### src/rtl/mram_access_sequencer.sv
// Two-requester sequencer for an asynchronous MRAM: round-robin arbitration,
// then setup / strobe / hold phases with programmable cycle counts.
module mram_access_sequencer #(
    parameter int unsigned SETUP_CYC = 1,
    parameter int unsigned WR_CYC    = 3,
    parameter int unsigned RD_CYC    = 3,
    parameter int unsigned HOLD_CYC  = 1
) (
    input  logic        clk,
    input  logic        rst,
    input  logic        req0_valid,
    input  logic        req0_write,
    input  logic [19:0] req0_addr,
    input  logic [15:0] req0_wdata,
    input  logic [1:0]  req0_be,
    output logic        req0_ready,
    output logic        req0_rvalid,
    input  logic        req1_valid,
    input  logic        req1_write,
    input  logic [19:0] req1_addr,
    input  logic [15:0] req1_wdata,
    input  logic [1:0]  req1_be,
    output logic        req1_ready,
    output logic        req1_rvalid,
    output logic [15:0] rdata,
    output logic [19:0] addr_out,
    output logic [15:0] data_out,
    output logic        dq_oe,
    input  logic [15:0] data_in,
    output logic        chip_en,
    output logic        write_en,
    output logic        out_en,
    output logic        lower_byte_en,
    output logic        upper_byte_en,
    output logic        busy
);

    typedef enum logic [2:0] {
        IDLE  = 3'd0,
        SETUP = 3'd1,
        WRITE = 3'd2,
        READ  = 3'd3,
        HOLD  = 3'd4
    } state_t;

    // Counter load values: a phase of N cycles counts N-1 down to 0.
    localparam logic [3:0] SETUP_LD = 4'(SETUP_CYC - 1);
    localparam logic [3:0] WR_LD    = 4'(WR_CYC - 1);
    localparam logic [3:0] RD_LD    = 4'(RD_CYC - 1);
    localparam logic [3:0] HOLD_LD  = 4'(HOLD_CYC - 1);

    state_t      state_q, state_d;
    logic [3:0]  cnt_q, cnt_d;
    logic        last_q, last_d;     // 1 = requester 1 was granted last
    logic        owner_q, owner_d;
    logic        wr_q, wr_d;
    logic [19:0] addr_q, addr_d;
    logic [15:0] wdata_q, wdata_d;
    logic [1:0]  be_q, be_d;
    logic [15:0] rdata_q, rdata_d;

    logic        accept;
    logic        gnt_sel;

    // Round-robin pick; acceptance only in IDLE and never while in reset.
    always_comb begin
        gnt_sel = 1'b0;
        if (req0_valid && req1_valid) begin
            gnt_sel = ~last_q;
        end else begin
            gnt_sel = req1_valid;
        end
        accept     = rst && (state_q == IDLE) && (req0_valid || req1_valid);
        req0_ready = accept && !gnt_sel;
        req1_ready = accept &&  gnt_sel;
    end

    // Next-state, phase counter and transaction capture.
    always_comb begin
        state_d = state_q;
        cnt_d   = cnt_q;
        last_d  = last_q;
        owner_d = owner_q;
        wr_d    = wr_q;
        addr_d  = addr_q;
        wdata_d = wdata_q;
        be_d    = be_q;
        rdata_d = rdata_q;
        case (state_q)
            IDLE: begin
                cnt_d = '0;
                if (accept) begin
                    state_d = SETUP;
                    cnt_d   = SETUP_LD;
                    last_d  = gnt_sel;
                    owner_d = gnt_sel;
                    if (gnt_sel) begin
                        wr_d    = req1_write;
                        addr_d  = req1_addr;
                        wdata_d = req1_wdata;
                        be_d    = req1_be;
                    end else begin
                        wr_d    = req0_write;
                        addr_d  = req0_addr;
                        wdata_d = req0_wdata;
                        be_d    = req0_be;
                    end
                end
            end
            SETUP: begin
                if (cnt_q == 4'd0) begin
                    state_d = wr_q ? WRITE : READ;
                    cnt_d   = wr_q ? WR_LD : RD_LD;
                end else begin
                    cnt_d = cnt_q - 4'd1;
                end
            end
            WRITE: begin
                if (cnt_q == 4'd0) begin
                    state_d = HOLD;
                    cnt_d   = HOLD_LD;
                end else begin
                    cnt_d = cnt_q - 4'd1;
                end
            end
            READ: begin
                if (cnt_q == 4'd0) begin
                    state_d = HOLD;
                    cnt_d   = HOLD_LD;
                    rdata_d = data_in;
                end else begin
                    cnt_d = cnt_q - 4'd1;
                end
            end
            HOLD: begin
                if (cnt_q == 4'd0) begin
                    state_d = IDLE;
                    cnt_d   = '0;
                end else begin
                    cnt_d = cnt_q - 4'd1;
                end
            end
            default: begin
                state_d = IDLE;
                cnt_d   = '0;
            end
        endcase
    end

    // State and transaction registers with asynchronous active-low reset.
    always_ff @(posedge clk or negedge rst) begin
        if (!rst) begin
            state_q <= IDLE;
            cnt_q   <= '0;
            last_q  <= 1'b1;
            owner_q <= 1'b0;
            wr_q    <= 1'b0;
            addr_q  <= '0;
            wdata_q <= '0;
            be_q    <= '0;
            rdata_q <= '0;
        end else begin
            state_q <= state_d;
            cnt_q   <= cnt_d;
            last_q  <= last_d;
            owner_q <= owner_d;
            wr_q    <= wr_d;
            addr_q  <= addr_d;
            wdata_q <= wdata_d;
            be_q    <= be_d;
            rdata_q <= rdata_d;
        end
    end

    // MRAM control decode from the current phase (controls are active-low).
    always_comb begin
        chip_en       = 1'b1;
        write_en      = 1'b1;
        out_en        = 1'b1;
        lower_byte_en = 1'b1;
        upper_byte_en = 1'b1;
        dq_oe         = 1'b0;
        req0_rvalid   = 1'b0;
        req1_rvalid   = 1'b0;
        case (state_q)
            SETUP: begin
                chip_en       = 1'b0;
                lower_byte_en = ~be_q[0];
                upper_byte_en = ~be_q[1];
                dq_oe         = wr_q;
            end
            WRITE: begin
                chip_en       = 1'b0;
                write_en      = 1'b0;
                lower_byte_en = ~be_q[0];
                upper_byte_en = ~be_q[1];
                dq_oe         = 1'b1;
            end
            READ: begin
                chip_en       = 1'b0;
                out_en        = 1'b0;
                lower_byte_en = ~be_q[0];
                upper_byte_en = ~be_q[1];
            end
            HOLD: begin
                chip_en       = 1'b0;
                lower_byte_en = ~be_q[0];
                upper_byte_en = ~be_q[1];
                dq_oe         = wr_q;
                // The counter still holds its load value only in the first HOLD cycle.
                if (!wr_q && (cnt_q == HOLD_LD)) begin
                    req0_rvalid = !owner_q;
                    req1_rvalid = owner_q;
                end
            end
            default: begin
                chip_en = 1'b1;
            end
        endcase
        busy     = (state_q != IDLE);
        addr_out = addr_q;
        data_out = wdata_q;
        rdata    = rdata_q;
    end

endmodule

### config.mk
export PLATFORM = sky130hd
export DESIGN_NAME = mram_access_sequencer
export DESIGN_NICKNAME = d
export VERILOG_FILES = /design/src/rtl/mram_access_sequencer.sv
export SDC_FILE = /design/constraint.sdc
export NUM_CORES = 1
export LEC_CHECK = 0
export CORE_ASPECT_RATIO = 1.2
export CORE_MARGIN = 8
export CORE_UTILIZATION = 42
export CTS_CLUSTER_SIZE = 30
export DETAILED_ROUTE_END_ITERATION = 6
export GPL_ROUTABILITY_DRIVEN = 1
export PLACE_DENSITY = 0.88
export SETUP_SLACK_MARGIN = 0.2
export SKIP_CTS_REPAIR_TIMING = 1
export SYNTH_ARGS = -nofsm -noshare
export SYNTH_HDL_FRONTEND = slang
export SYNTH_SLANG_ARGS = --single-unit
### constraint.sdc
create_clock -name clk -period 4.9 [get_ports clk]
set_clock_uncertainty 0.05 [all_clocks]
set_input_delay 0.98 -clock clk [delete_from_list [all_inputs] [get_ports clk]]
set_output_delay 0.98 -clock clk [all_outputs]
set_load 0.01 [all_outputs]
### Word level (Yosys, flattened, before mapping)

Cells that the tools add are included.

| word-level totals | value |
|---|---|
| word-level logic and storage cells | 65 |
| output and inout bits | 63 |
| input port bits | 98 |
| bits in registers | 64 |

| operators by class | value |
|---|---|
| multiplexer cells | 24 |
| reduce and logical (&&, ||, !) cells | 20 |
| add/sub/neg operators | 1 |
| equal/unequal tests | 8 |
| bitwise operators | 3 |

Operator list:

| cell | number |
|---|---|
| $mux 20 | 1 |
| $mux 16 | 1 |
| $mux 1 | 12 |
| $mux 3 | 4 |
| $pmux 3 s4 | 1 |
| $mux 4 | 2 |
| $pmux 4 s2 | 1 |
| $eq 3x2->1 const B | 2 |
| $logic_and 1x1->1 | 6 |
| $ne 2x2->1 const B | 3 |
| $logic_not 4->1 | 1 |
| $reduce_and 2->1 | 2 |
| $reduce_and 4->1 | 1 |
| $reduce_or 2->1 | 2 |
| $reduce_or 4->1 | 1 |
| $sub 4x1->4 const B | 1 |
| $eq 3x1->1 const B | 1 |
| $eq 3x3->1 const B | 1 |
| $logic_not 1->1 | 3 |
| $logic_not 3->1 | 1 |
| $not 1->1 | 3 |
| $reduce_bool 3->1 | 1 |
| $reduce_or 3->1 | 1 |
| $mux 2 | 1 |
| other kinds (3) | 3 |

### Logic depth before layout (Yosys ltp)

| depth | value |
|---|---|
| depth after elaboration | 5 |
| mapped depth | 7 |
| gate-level depth less buffers | 5 |

### Worst setup path after synthesis

No wires, ideal clock.

| path | value |
|---|---|
| path type | input-to-output |
| from | input port req0_valid |
| to | output port req1_ready |
| setup slack | 2.007 ns |
| data arrival time | 1.863 ns |
| stages on the path | 4 |
| path buffers | 2 |
| required time | 3.870 ns |
| cells stage by stage | clkbuf_1 a21boi_1 clkbuf_1 and2_1 |

| between the ends | value |
|---|---|
| longest elaborated chain between the ends | 3 |
| elaborated cells on any way between the ends | 5 |
| classes of those cells | mux: 1; reduce/logical: 4 |

RTL lines:

| item | line | text |
|---|---|---|
| start, declared | 11 | `input logic req0_valid,` |
| $logic_and 1x1->1 / $logic_or 1x1->1 (equally long branches) | 68, 73 |  |
| $mux 1 / $logic_and 1x1->1 (equally long branches) | 68, 73 |  |
| $logic_and 1x1->1 (*) | 75 | `req1_ready = accept && gnt_sel;` |
| end, declared | 23 | `output logic req1_ready,` |

Every way passes the cells marked *; elsewhere a longest branch is shown, timed or not.

### Worst setup path in the final report

| path | value |
|---|---|
| from | input port req1_valid |
| to | output port req1_ready |

| between the ends | value |
|---|---|
| longest elaborated chain between the ends | 3 |
| elaborated cells on any way between the ends | 5 |
| classes of those cells | mux: 1; reduce/logical: 4 |

RTL lines:

| item | line | text |
|---|---|---|
| start, declared | 18 | `input logic req1_valid,` |
| $logic_and 1x1->1 / $logic_or 1x1->1 (equally long branches) | 68, 73 |  |
| $mux 1 / $logic_and 1x1->1 (equally long branches) | 68, 73 |  |
| $logic_and 1x1->1 (*) | 75 |  |

Marks and branches as above.

==> flow_summary.ini <==
[route]
wl_per_cell_um = 20.7
drt_iter0_drc = 155
via_count = 2729
wl_um = 10000
vias_per_cell = 5.63
postRouteAntennaNets = 0
dr.pass1.iters = 5
remaining_drc_errors = 0

[cts]
clk_pin_slew_ns = 0.07
cts-root-buf = clkbuf_8
cts_tree = yes
htree_num_levels = 3
clock_sinks = 64
cts_made_buffers = 9
clock_latency_ns = 0.34
clk_path_buf_depth = 2

[die]
dieHeight_um = 109
die_w_um = 93.4
ios = 161
core_sq_mm = 0.00710
dieArea_sq_mm = 0.0102
initial_core_util_pct = 42.4
rows = 34

[sta]
finalCritPeriodShare_pct = 77.4
setup_viol = 0
final_max_slew_viol_count = 0
tightest_slew_ns = 0.861
relSlewSlack_pct = 42.6
rsz0062_at_grt = false
hold_viol = 0
period_minus_slack_ns = 3.79
final.setup.tns_ns = 0
clock.fmax_mhz = 264

[global_routing]
grtUsageTotal_pct = 19.6
met2_usage_pct = 32.2
grt_max_degree = 66
busiest_layer = met2
grt_pass1_wl_um = 15600
use_met3_pct = 8.82
antenna_found_initial = 0
grt_pass1_vias = 2938
gr-usage-met1_pct = 22.4
globalRoute.totalOverflow = 0

[critical_path]
cp_max_fo = 12
cp_cell_sequence = clkdlybuf4s50_1 -> a21boi_4 -> and2_1 -> clkdlybuf4s50_1
cpMostUsedCell = clkdlybuf4s50_1
cp-startpoint = req1_valid
crit_slowest_cell = clkdlybuf4s50_1
worstSetupPathType = in2out
crit_required_ns = 3.87
arrival_ns = 2.76
startpoint_type = input pin
rr_startpoint = cnt_q[0]
max_stage_delay_ns = 0.61
worst_setup_path_end_kind = output pin

[yosys]
synth_commonest_cells = 63 x dfrtp_1, 39 x a32oi_1, 39 x o2bb2ai_1
synth-main-ff-cell = dfrtp_1
syn_nets = 340
synth-seq-cells = 64
synth_cells = 241
syn_area_per_cell_sq_um = 12.5
yosys.area.top_type_share_pct = 52.3
synth_area_leaders = dfrtp_1 52%, a32oi_1 11%, o2bb2ai_1 11%
async_flop_share_pct = 100
ys_seq_area_share_pct = 53.2
synth.most_common_cell = dfrtp_1
yosys_warnings = 0
syn-cell-area_sq_mm = 0.00302
yosys.area.top_type = dfrtp_1
ys_types = 37
synth-edff-count = 0

[flow_run]
maxCapViolCount = 0

[power]
powerDensity_mw_per_mm2 = 580
power_w = 0.00280
ir_drop_uv = 301
p_leak_nw = 1.88

[outcome]
outcome = completed

[placement]
place.gp.congestion = 0.806
placed_cell_area_sq_mm = 0.00464
dp_hpwl_um = 7430
portBuffers = 160

[layout]
final_area_sq_mm = 0.00482
fin_nets = 490
syn_to_final_growth_pct = 60.0
n_antenna_cell = 0
drive_above_1_share_pct = 11.9

[worst_hold_path]
hold_class = reg2reg
holdCritStartpoint = cnt_q[0]
-- where the power goes --
| group | switching [W] | total (W) | leakage (nW) | internal [W] |
|---|---|---|---|---|
| clock | 0.000197 | 0.000440 | 0.0989 | 0.000244 |
| sequential | 0.000180 | 0.000959 | 0.792 | 0.000779 |
| combinational | 0.000602 | 0.00140 | 0.994 | 0.000797 |
-- worst paths after layout --
kind | to | slack [ns] | cells after the start
max in group asynchronous | data_out[5] | 3.50 | 2
worst min register to register | cnt_q[0] | 0.42 | 1
min in group asynchronous | data_out[0] | 0.78 | 2
worst max-delay path | req1_ready | 1.11 | 4
worst min-delay path | cnt_q[0] | 0.42 | 1
worst max register to register | rdata[5] | 2.94 | 5
-- layout by cell type (no fill, tap or decap), types with 2 or more instances in the layout --
cell             instances
and2_1                   2
dfrtp_1                 63
nand3b_1                 3
mux2_4                  10
clkdlybuf4s50_1        158
a32oi_1                 39
nor4_1                   2
nand2_1                  6
nand2b_1                 5
nor2b_1                  2
inv_1                    4
a21oi_1                  5
clkbuf_8                10
buf_4                    5
buf_2                    2
o21ai_0                  3
mux2_2                   6
a211o_1                  2
nor3_1                   2
nor2_1                   6
clkinv_2                 3
o2bb2ai_1               39
-- layer usage --
metal,routed length [um],vias to the layer above,share of wire [%]
met3,1110,8,11
met1,3810,1335,38
li1,-,1261,-
met4,92,0,0.92
met2,5030,125,50
met5,0,-,0
-- state kept, by name (all words and copies together), names as in the netlist --
signal	flops
cnt_q	4
wr_q	1
state_q	3
last_q	1
owner_q	1
be_q	2
rdata	16
data_out	16
addr_out	20
-- worst max-delay path: cells and delay by family --
family                 cells  cell delay, ns
AO/OA/AOI/OAI              1            0.43
AND/OR/NAND/NOR            1            0.18
buffers and inverters      2            1.17
-- kinds of logic after synthesis --
group | after synthesis | synth area share, %
compound gates | 92 | 25.6
flops | 64 | 53.2
fa+ha+maj | 1 | 0.415
simple gates | 36 | 7.88
mux | 17 | 7.55
buf+inv | 31 | 5.35
-- per-stage QoR --
| stage | utilization, % | worst slack [ns] | cells | hold slack [ns] |
|---|---|---|---|---|
| finish | 67.9 | 1.11 | 485 | 0.421 |
| global placement | 65.3 | 1.15 | 470 | 0.394 |
| global route | 67.9 | 1.02 | 485 | 0.461 |
| CTS | 67.9 | 1.10 | 485 | 0.424 |
| detailed placement | 65.3 | 1.10 | 470 | 0.416 |
| floorplan | - | 2.01 | 241 | 0.385 |
-- layout make-up --
class	instances	area, sq um
clock buffer	11	141
fill	549	2280
timing repair buffer	165	1630
clock inverter	4	45.0
sequential	64	1600
inverter	5	18.8
tap	90	113
multi-input combinational	146	1270
Power figures use the tool's default switching activity.
